`src/rtl/pc_fetch.sv`:
```
// Program counter and single-outstanding instruction-fetch unit for LemonPC.
// One request in flight at a time; the returned instruction is held in a
// one-entry buffer until decode accepts it. A redirect while a request is in
// flight marks that response for killing instead of waiting it out.
module pc_fetch #(
    parameter int unsigned XLEN      = 64,
    parameter int unsigned INST_W    = 32,
    parameter logic [63:0] RESET_VEC = 64'h0000_0000_8000_0000
) (
    input  logic              clk,
    input  logic              rst,
    input  logic              redirect_valid,
    input  logic [XLEN-1:0]   redirect_pc,
    output logic              imem_req_valid,
    input  logic              imem_req_ready,
    output logic [XLEN-1:0]   imem_req_addr,
    input  logic              imem_resp_valid,
    input  logic [INST_W-1:0] imem_resp_data,
    output logic              inst_valid,
    input  logic              inst_ready,
    output logic [INST_W-1:0] inst,
    output logic [XLEN-1:0]   inst_pc,
    output logic              inst_misalign
);

    localparam logic [XLEN-1:0] RST_PC = RESET_VEC[XLEN-1:0];

    typedef enum logic [2:0] {
        FETCH,
        WAIT,
        HOLD,
        TRAP,
        HALT
    } state_t;

    state_t            state, state_n;
    logic [XLEN-1:0]   pc, pc_n;
    logic              kill, kill_n;
    logic              ld_inst, ld_trap;
    logic [INST_W-1:0] inst_r;
    logic [XLEN-1:0]   inst_pc_r;
    logic              misalign_r;

    assign imem_req_addr = pc;
    assign inst          = inst_r;
    assign inst_pc       = inst_pc_r;
    assign inst_misalign = misalign_r;

    // Control state: FSM state, architectural PC and the stale-response kill flag.
    always_ff @(posedge clk) begin
        if (rst) begin
            state <= FETCH;
            pc    <= RST_PC;
            kill  <= 1'b0;
        end else begin
            state <= state_n;
            pc    <= pc_n;
            kill  <= kill_n;
        end
    end

    // Next-state logic and handshake gating; redirect outranks every other event.
    always_comb begin
        state_n        = state;
        pc_n           = pc;
        kill_n         = kill;
        ld_inst        = 1'b0;
        ld_trap        = 1'b0;
        imem_req_valid = !rst && (state == FETCH) && !redirect_valid && (pc[1:0] == 2'b00);
        inst_valid     = !rst && ((state == HOLD) || (state == TRAP)) && !redirect_valid;

        if (redirect_valid) begin
            pc_n = redirect_pc;
            if ((state == WAIT) && !imem_resp_valid) begin
                // Request still in flight: let its response drain, then drop it.
                kill_n = 1'b1;
            end else begin
                kill_n  = 1'b0;
                state_n = FETCH;
            end
        end else begin
            case (state)
                FETCH: begin
                    if (pc[1:0] != 2'b00) begin
                        ld_trap = 1'b1;
                        state_n = TRAP;
                    end else if (imem_req_ready) begin
                        state_n = WAIT;
                    end
                end
                WAIT: begin
                    if (imem_resp_valid) begin
                        if (kill) begin
                            kill_n  = 1'b0;
                            state_n = FETCH;
                        end else begin
                            ld_inst = 1'b1;
                            pc_n    = pc + XLEN'(4);
                            state_n = HOLD;
                        end
                    end
                end
                HOLD: begin
                    if (inst_ready) state_n = FETCH;
                end
                TRAP: begin
                    if (inst_ready) state_n = HALT;
                end
                HALT: begin
                    state_n = HALT;
                end
                default: begin
                    state_n = FETCH;
                end
            endcase
        end
    end

    // One-entry instruction buffer presented to decode.
    always_ff @(posedge clk) begin
        if (rst) begin
            inst_r     <= '0;
            inst_pc_r  <= '0;
            misalign_r <= 1'b0;
        end else if (ld_inst) begin
            inst_r     <= imem_resp_data;
            inst_pc_r  <= pc;
            misalign_r <= 1'b0;
        end else if (ld_trap) begin
            inst_r     <= '0;
            inst_pc_r  <= pc;
            misalign_r <= 1'b1;
        end
    end

endmodule

```
`config.mk`:
```
export PLATFORM = sky130hd
export DESIGN_NAME = pc_fetch
export DESIGN_NICKNAME = d
export VERILOG_FILES = /design/src/rtl/pc_fetch.sv
export SDC_FILE = /design/constraint.sdc
export NUM_CORES = 1
export LEC_CHECK = 0
export CORE_MARGIN = 5
export CORE_UTILIZATION = 45
export DETAILED_ROUTE_END_ITERATION = 10
export PLACE_DENSITY = 0.91
export SLEW_MARGIN = 40
export SYNTH_ARGS = -nofsm -noshare
export SYNTH_HDL_FRONTEND = slang
export SYNTH_SLANG_ARGS = --single-unit
```
`constraint.sdc`:
```
create_clock -name clk -period 2.4 [get_ports clk]
set_input_delay 0.48 -clock clk [delete_from_list [all_inputs] [get_ports clk]]
set_output_delay 0.48 -clock clk [all_outputs]
set_load 0.02 [all_outputs]
```
==> flow_summary.ini, run 1 <==
[run_status]
status = finished clean

[sta]
timing.final.ws_setup_ps = 38.8
worstMarginPinSlew_ps = 669
fin_crit_ps = 2360
setup_viol = 0
max_slew_margin_pct = 55.4
hold_viol = 0
maxSlewViolCount = 0
fmax_mhz = 424
finalSetupTns_ps = 0
finClkSkew_ps = 11.3
min_period_over_period_pct = 98.4
fin_hold_ws_ps = 449

[setup_path]
path_class = register to primary output
path_cells = or4_4 -> or3_4 -> nor2_1 -> buf_4
critPathMaxStageDelay_ps = 540
cp-start-kind = register
path_max_fanout = 2
worstSetupPathDepth = 4
crit_path_start = state[2]$_SDFFE_PP0P_
timing.rr.start = imem_req_addr[12]$_SDFFE_PP0P_
crit_buf_inv = 1
worstPathArrival_ps = 1880
endpoint_kind = primary output
cp_top_family = simple AND/OR/NAND/NOR gates
ff2ff_setup_slack_ps = 220
cp-endpoint = imem_req_valid
rr_worst_depth = 5
required_ps = 1920
r2r-end = imem_req_addr[54]$_SDFFE_PP0P_
slowest_stage = or4_4

[finish]
fillerInstances = 1184
nets = 1327
diodes = 0
area_growth_pct = 52.5
layout-drive-gt1-share_pct = 10.3
final_area_mm2 = 0.0113
final_cells = 1453
post-route-util_pct = 70.4

[synthesis]
synth_edf_count = 0
yosysWarnings = 0
synth-seq-cells = 165
async_reset_ff_share_pct = 0
synth_area_per_cell_um2 = 7.85
yosysSeqAreaShare_pct = 44.7
netlist_area_mm2 = 0.00738
syn_nets = 1044
netlist_instances = 941
synth_compound_area_share_pct = 14.7
synthXorXnorAreaFrac_pct = 5.69
synth-main-ff-cell = dfxtp_1
ys_types = 49
synthMuxAreaShare_pct = 1.49
synthAdderAreaFrac_pct = 0.169
synth-simple-area-share_pct = 28.7
synth_top_family_by_area = simple AND/OR/NAND/NOR gates

[floorplanning]
num_rows = 46
core_mm2 = 0.0160
ios = 265
initial_utilization_pct = 46.1
die_area_mm2 = 0.0191
die_x_um = 138
die_y_um = 138

[power]
power_frac_seq_pct = 42.5
powerDensity_mw_per_mm2 = 618
ir_worst_vdd_v = 0.000491
clkPwrFrac_pct = 40.8
report.power.total_mw = 6.96
pwr-share-comb_pct = 16.7
p_int_mw = 5.07
sw_frac_of_total_pct = 27.2
p_leak_nw = 3.93
net-switching-power_mw = 1.90

[detailed_routing]
routed_wl_mm = 26.1
vias = 8035
via_per_inst = 5.53
drt-pass1-iter-count = 8
wl_per_cell_um = 18.0
dr.first_iter.drc_count = 657
route.detailed.drc = 0
detail-route-antenna-nets = 0

[grt]
grt_max_degree = 143
grt_pass1_wl_mm = 41.4
track_usage_pct = 26.2
grt_pass1_vias = 7957
antenna_found_initial = 0
overflow = 0

[clock_tree]
clock_sinks = 165
clockBufferDepth = 2
tritoncts = built
root_buffer = clkbuf_16
postCtsHoldBufs = 0
postCtsSetupRepairBufs = 0
htreeDepth = 4
cts_buffers = 17
clkTransAtPathRegs_ps = 60
clock_latency_ps = 430

[placed_design]
io_buffers = 264
placed_cell_area_mm2 = 0.0106
gp_congestion = 0.895
place_hpwl_mm = 18.4
pre_cts_slack_ps = -146
place_inst = 1421

[flow_run]
maxCapViolCount = 0

[min_path]
min_path_cells = 2
min_path_type = register to register
flip-flops by register name, indices dropped and copies added (netlist names):
| signal | flops |
|---|---|
| imem_req_addr | 64 |
| inst_misalign | 1 |
| kill | 1 |
| inst | 32 |
| state | 3 |
| inst_pc | 64 |
timing repair:
action	4_1_cts	5_1_grt
cloned	0	0
setup endpoints to repair	1	3
hold endpoints to repair	0	0
gates resized for setup	5	4
worst min-delay path by stage:
| stage | from | endpoint |
|---|---|---|
| floorplan | state[0]$_SDFFE_PP0P_ | state[0]$_SDFFE_PP0P_ |
| global placement | inst_pc[14]$_SDFFE_PP0P_ | inst_pc[14]$_SDFFE_PP0P_ |
| detailed placement | inst_pc[16]$_SDFFE_PP0P_ | inst_pc[16]$_SDFFE_PP0P_ |
| CTS | redirect_valid | state[2]$_SDFFE_PP0P_ |
| global route | inst_pc[16]$_SDFFE_PP0P_ | inst_pc[16]$_SDFFE_PP0P_ |
| finish | inst_pc[46]$_SDFFE_PP0P_ | inst_pc[46]$_SDFFE_PP0P_ |
cell usage in the layout, fill, tap and decap left out, types with 11 or more instances in the layout:
cell type,instances
clkdlybuf4s50_1,260
nor4_1,14
nand4_1,26
buf_4,66
clkbuf_16,17
o21ai_0,11
dfxtp_1,165
nand2_1,203
nand3_1,56
a21oi_1,130
nor2_1,58
mux2i_1,11
nor3_1,22
xor2_1,11
and3_1,20
xnor2_1,37
a211oi_1,20
synth_stat cells, types with 5 or more instances:
library cell | number | area share [%]
nand2_1 | 204 | 10
dfxtp_1 | 165 | 45
a21oi_1 | 130 | 8.8
nor2_1 | 58 | 2.9
nand3_1 | 56 | 3.8
clkbuf_1 | 54 | 2.7
xnor2_1 | 37 | 4.4
nand4_1 | 26 | 2.2
nor3_1 | 24 | 1.6
a211oi_1 | 20 | 2.0
and3_1 | 20 | 1.7
nor4_1 | 14 | 1.2
buf_2 | 12 | 0.81
mux2i_1 | 11 | 1.5
o21ai_0 | 11 | 0.75
xor2_1 | 11 | 1.3
inv_1 | 9 | 0.46
or3_1 | 9 | 0.76
and4_1 | 7 | 0.83
o22ai_1 | 6 | 0.51
or2_2 | 5 | 0.42
power groups by stage:
stage               combinational, mW  clock, mW  sequential [mW]
floorplan                       0.379          0             3.16
global placement                 1.13          0             3.01
finish                           1.16       2.84             2.96
detailed placement               1.15          0             3.02
global route                     1.24       3.00             2.97
CTS                              1.16       2.87             2.96
cells by family (layout without fill, tap and decap cells):
group,count (synthesis),count (layout)
AND/OR/NAND/NOR,444,444
flip-flops,165,165
AO/OA/AOI/OAI,191,191
XOR/XNOR,48,48
adder cells (fa/ha/maj),1,1
buffers and inverters,81,377
multiplexers,11,11
worst register-to-register path: stages, from the launching register on:
cell and delay (ps):
dfxtp_1 440, and3_1 250, and4_1 380, nand3_1 250
or4_1 580, a31oi_1 220
final cells by class:
class	count	area (um2)	area share (%)
Multi-Input combinational cell	695	3780	33.6
Inverter	9	33.8	0.300
Sequential cell	165	3300	29.3
Timing Repair Buffer	336	3270	29.0
Clock inverter	14	176	1.57
Clock buffer	18	429	3.81
Tap cell	216	270	2.40
metal layers:
layer  vias to the layer above  routed length (um)  track usage, %
li1                       3842                   -               -
met1                      3754               10200            30.8
met2                       360               13000            45.1
met3                        79                1900            6.41
met4                         0                1030            11.9
met5                         -                   0               0
No activity file was read; power rests on OpenSTA's default activity.
==> inputs of run 2 (changes only) <==
Settings changed: CTS_BUF_LIST set to sky130_fd_sc_hd__clkbuf_16, MAX_ROUTING_LAYER set to met4.
==> flow_summary.ini, run 2 (synthesis results as in run 1) <==
[floorplanning]
ios = 265
initial_utilization_pct = 46.1
die_x_um = 138
num_rows = 46
core_mm2 = 0.0160
die_area_mm2 = 0.0191
die_y_um = 138

[power]
net-switching-power_mw = 1.90
clkPwrFrac_pct = 40.8
ir_worst_vdd_v = 0.000485
p_int_mw = 5.06
power_frac_seq_pct = 42.5
pwr-share-comb_pct = 16.7
powerDensity_mw_per_mm2 = 619
sw_frac_of_total_pct = 27.3
p_leak_nw = 3.94

[flow_run]
maxCapViolCount = 0

[finish]
fillerInstances = 1184
register_area_mm2 = 0.00330
post-route-util_pct = 70.4
layout_common_cells = clkdlybuf4s50_1 (260), nand2_1 (203), dfxtp_1 (165)
nets = 1327
layout-drive-gt1-share_pct = 10.3
multi_input_area_mm2 = 0.00378
diodes = 0
final_cells = 1453
final_common_cell = clkdlybuf4s50_1
area_growth_pct = 52.5

[placed_design]
gp_congestion = 0.911
place_inst = 1421
pre_cts_slack_ps = -146
place_hpwl_mm = 18.4
io_buffers = 264

[setup_path]
cp-start-kind = register
worstPathArrival_ps = 1880
r2r-end = imem_req_addr[60]$_SDFFE_PP0P_
timing.rr.start = imem_req_addr[12]$_SDFFE_PP0P_
endpoint_kind = primary output
path_class = register to primary output
path_max_fanout = 2
ff2ff_setup_slack_ps = 220
rr_worst_depth = 7
required_ps = 1920

[grt]
track_usage_pct = 27.0
grt_pass1_wl_mm = 41.4
grt_max_degree = 143
overflow = 0
antenna_found_initial = 0
grt_pass1_vias = 7971

[clock_tree]
cts_buffers = 17
clkTransAtPathRegs_ps = 60
htreeDepth = 4
root_buffer = clkbuf_16
clock_sinks = 165
postCtsHoldBufs = 0
tritoncts = built
clock_latency_ps = 430
clockBufferDepth = 2

[sta]
worstMarginPinSlew_ps = 665
min_period_over_period_pct = 98.4
max_slew_margin_pct = 55.7
fin_crit_ps = 2360
fmax_mhz = 423
timing.final.ws_setup_ps = 38.5
finClkSkew_ps = 11.2
setup_viol = 0
fin_hold_ws_ps = 449
hold_viol = 0
maxSlewViolCount = 0

[detailed_routing]
route.detailed.drc = 0
drt-pass1-iter-count = 6
via_per_inst = 5.58
vias = 8110
detail-route-antenna-nets = 0
dr.first_iter.drc_count = 752
routed_wl_mm = 26.2
wl_per_cell_um = 18.0

[min_path]
min_path_cells = 2
hold_start = inst_pc[46]$_SDFFE_PP0P_
min_path_type = register to register
whs_endpoint = inst_pc[46]$_SDFFE_PP0P_

[run_status]
status = finished clean
==> run 2: power groups by stage <==
stage	Combinational, mW	Clock, mW	Sequential [mW]
after floorplan	0.379	0	3.16
after global placement	1.13	0	3.01
after detailed placement	1.15	0	3.02
after CTS	1.16	2.87	2.96
after global routing	1.24	3.00	2.97
final	1.17	2.84	2.96
==> run 2: area by class of cell <==
type | instances | area share (%)
multi-input combinational | 695 | 33.6
sequential | 165 | 29.3
timing repair buffer | 336 | 29.0
clock buffer | 17 | 3.78
tap | 216 | 2.40
clock inverter | 15 | 1.60
inverter | 9 | 0.300
==> run 2: worst max-delay path by stage <==
| stage | from | to | slack, ps |
|---|---|---|---|
| after floorplan | redirect_valid | inst_valid | 90 |
| after global placement | redirect_valid | imem_req_valid | -120 |
| after detailed placement | imem_resp_valid | imem_req_addr[35]$_SDFFE_PP0P_ | -150 |
| after CTS | state[2]$_SDFFE_PP0P_ | imem_req_valid | 10 |
| after global routing | state[2]$_SDFFE_PP0P_ | imem_req_valid | -2 |
| final | state[2]$_SDFFE_PP0P_ | imem_req_valid | 40 |
==> run 2: repair_timing <==
item | in CTS | in global routing
endpoints found under the setup margin | 1 | 3
resized for setup | 5 | 4
buffers inserted | 0 | 0
pin swaps | 0 | 0
==> run 2: worst max-delay path: stages, from the launching register on <==
cell     delay (ps)
dfxtp_1         320
or4_4           540
or3_4           350
nor2_1          100
buf_4           150
==> run 2: per-layer routing <==
metal  vias up  part of all wire [%]  track usage [%]
met5         -                     0                -
met3        87                   6.8             5.55
met2       389                    50             45.3
li1       3839                     -                -
met1      3795                    39             31.2
met4         0                   3.8             11.8
==> run 2: metrics by stage <==
stage	setup TNS, ps	cell area [um2]	total power, mW
2_1_floorplan	0	7380	3.54
3_3_place_gp	-333	10600	4.14
3_5_place_dp	-1120	10600	4.17
4_1_cts	0	11200	6.99
5_1_grt	-2.26	11300	7.21
6_report	0	11300	6.97
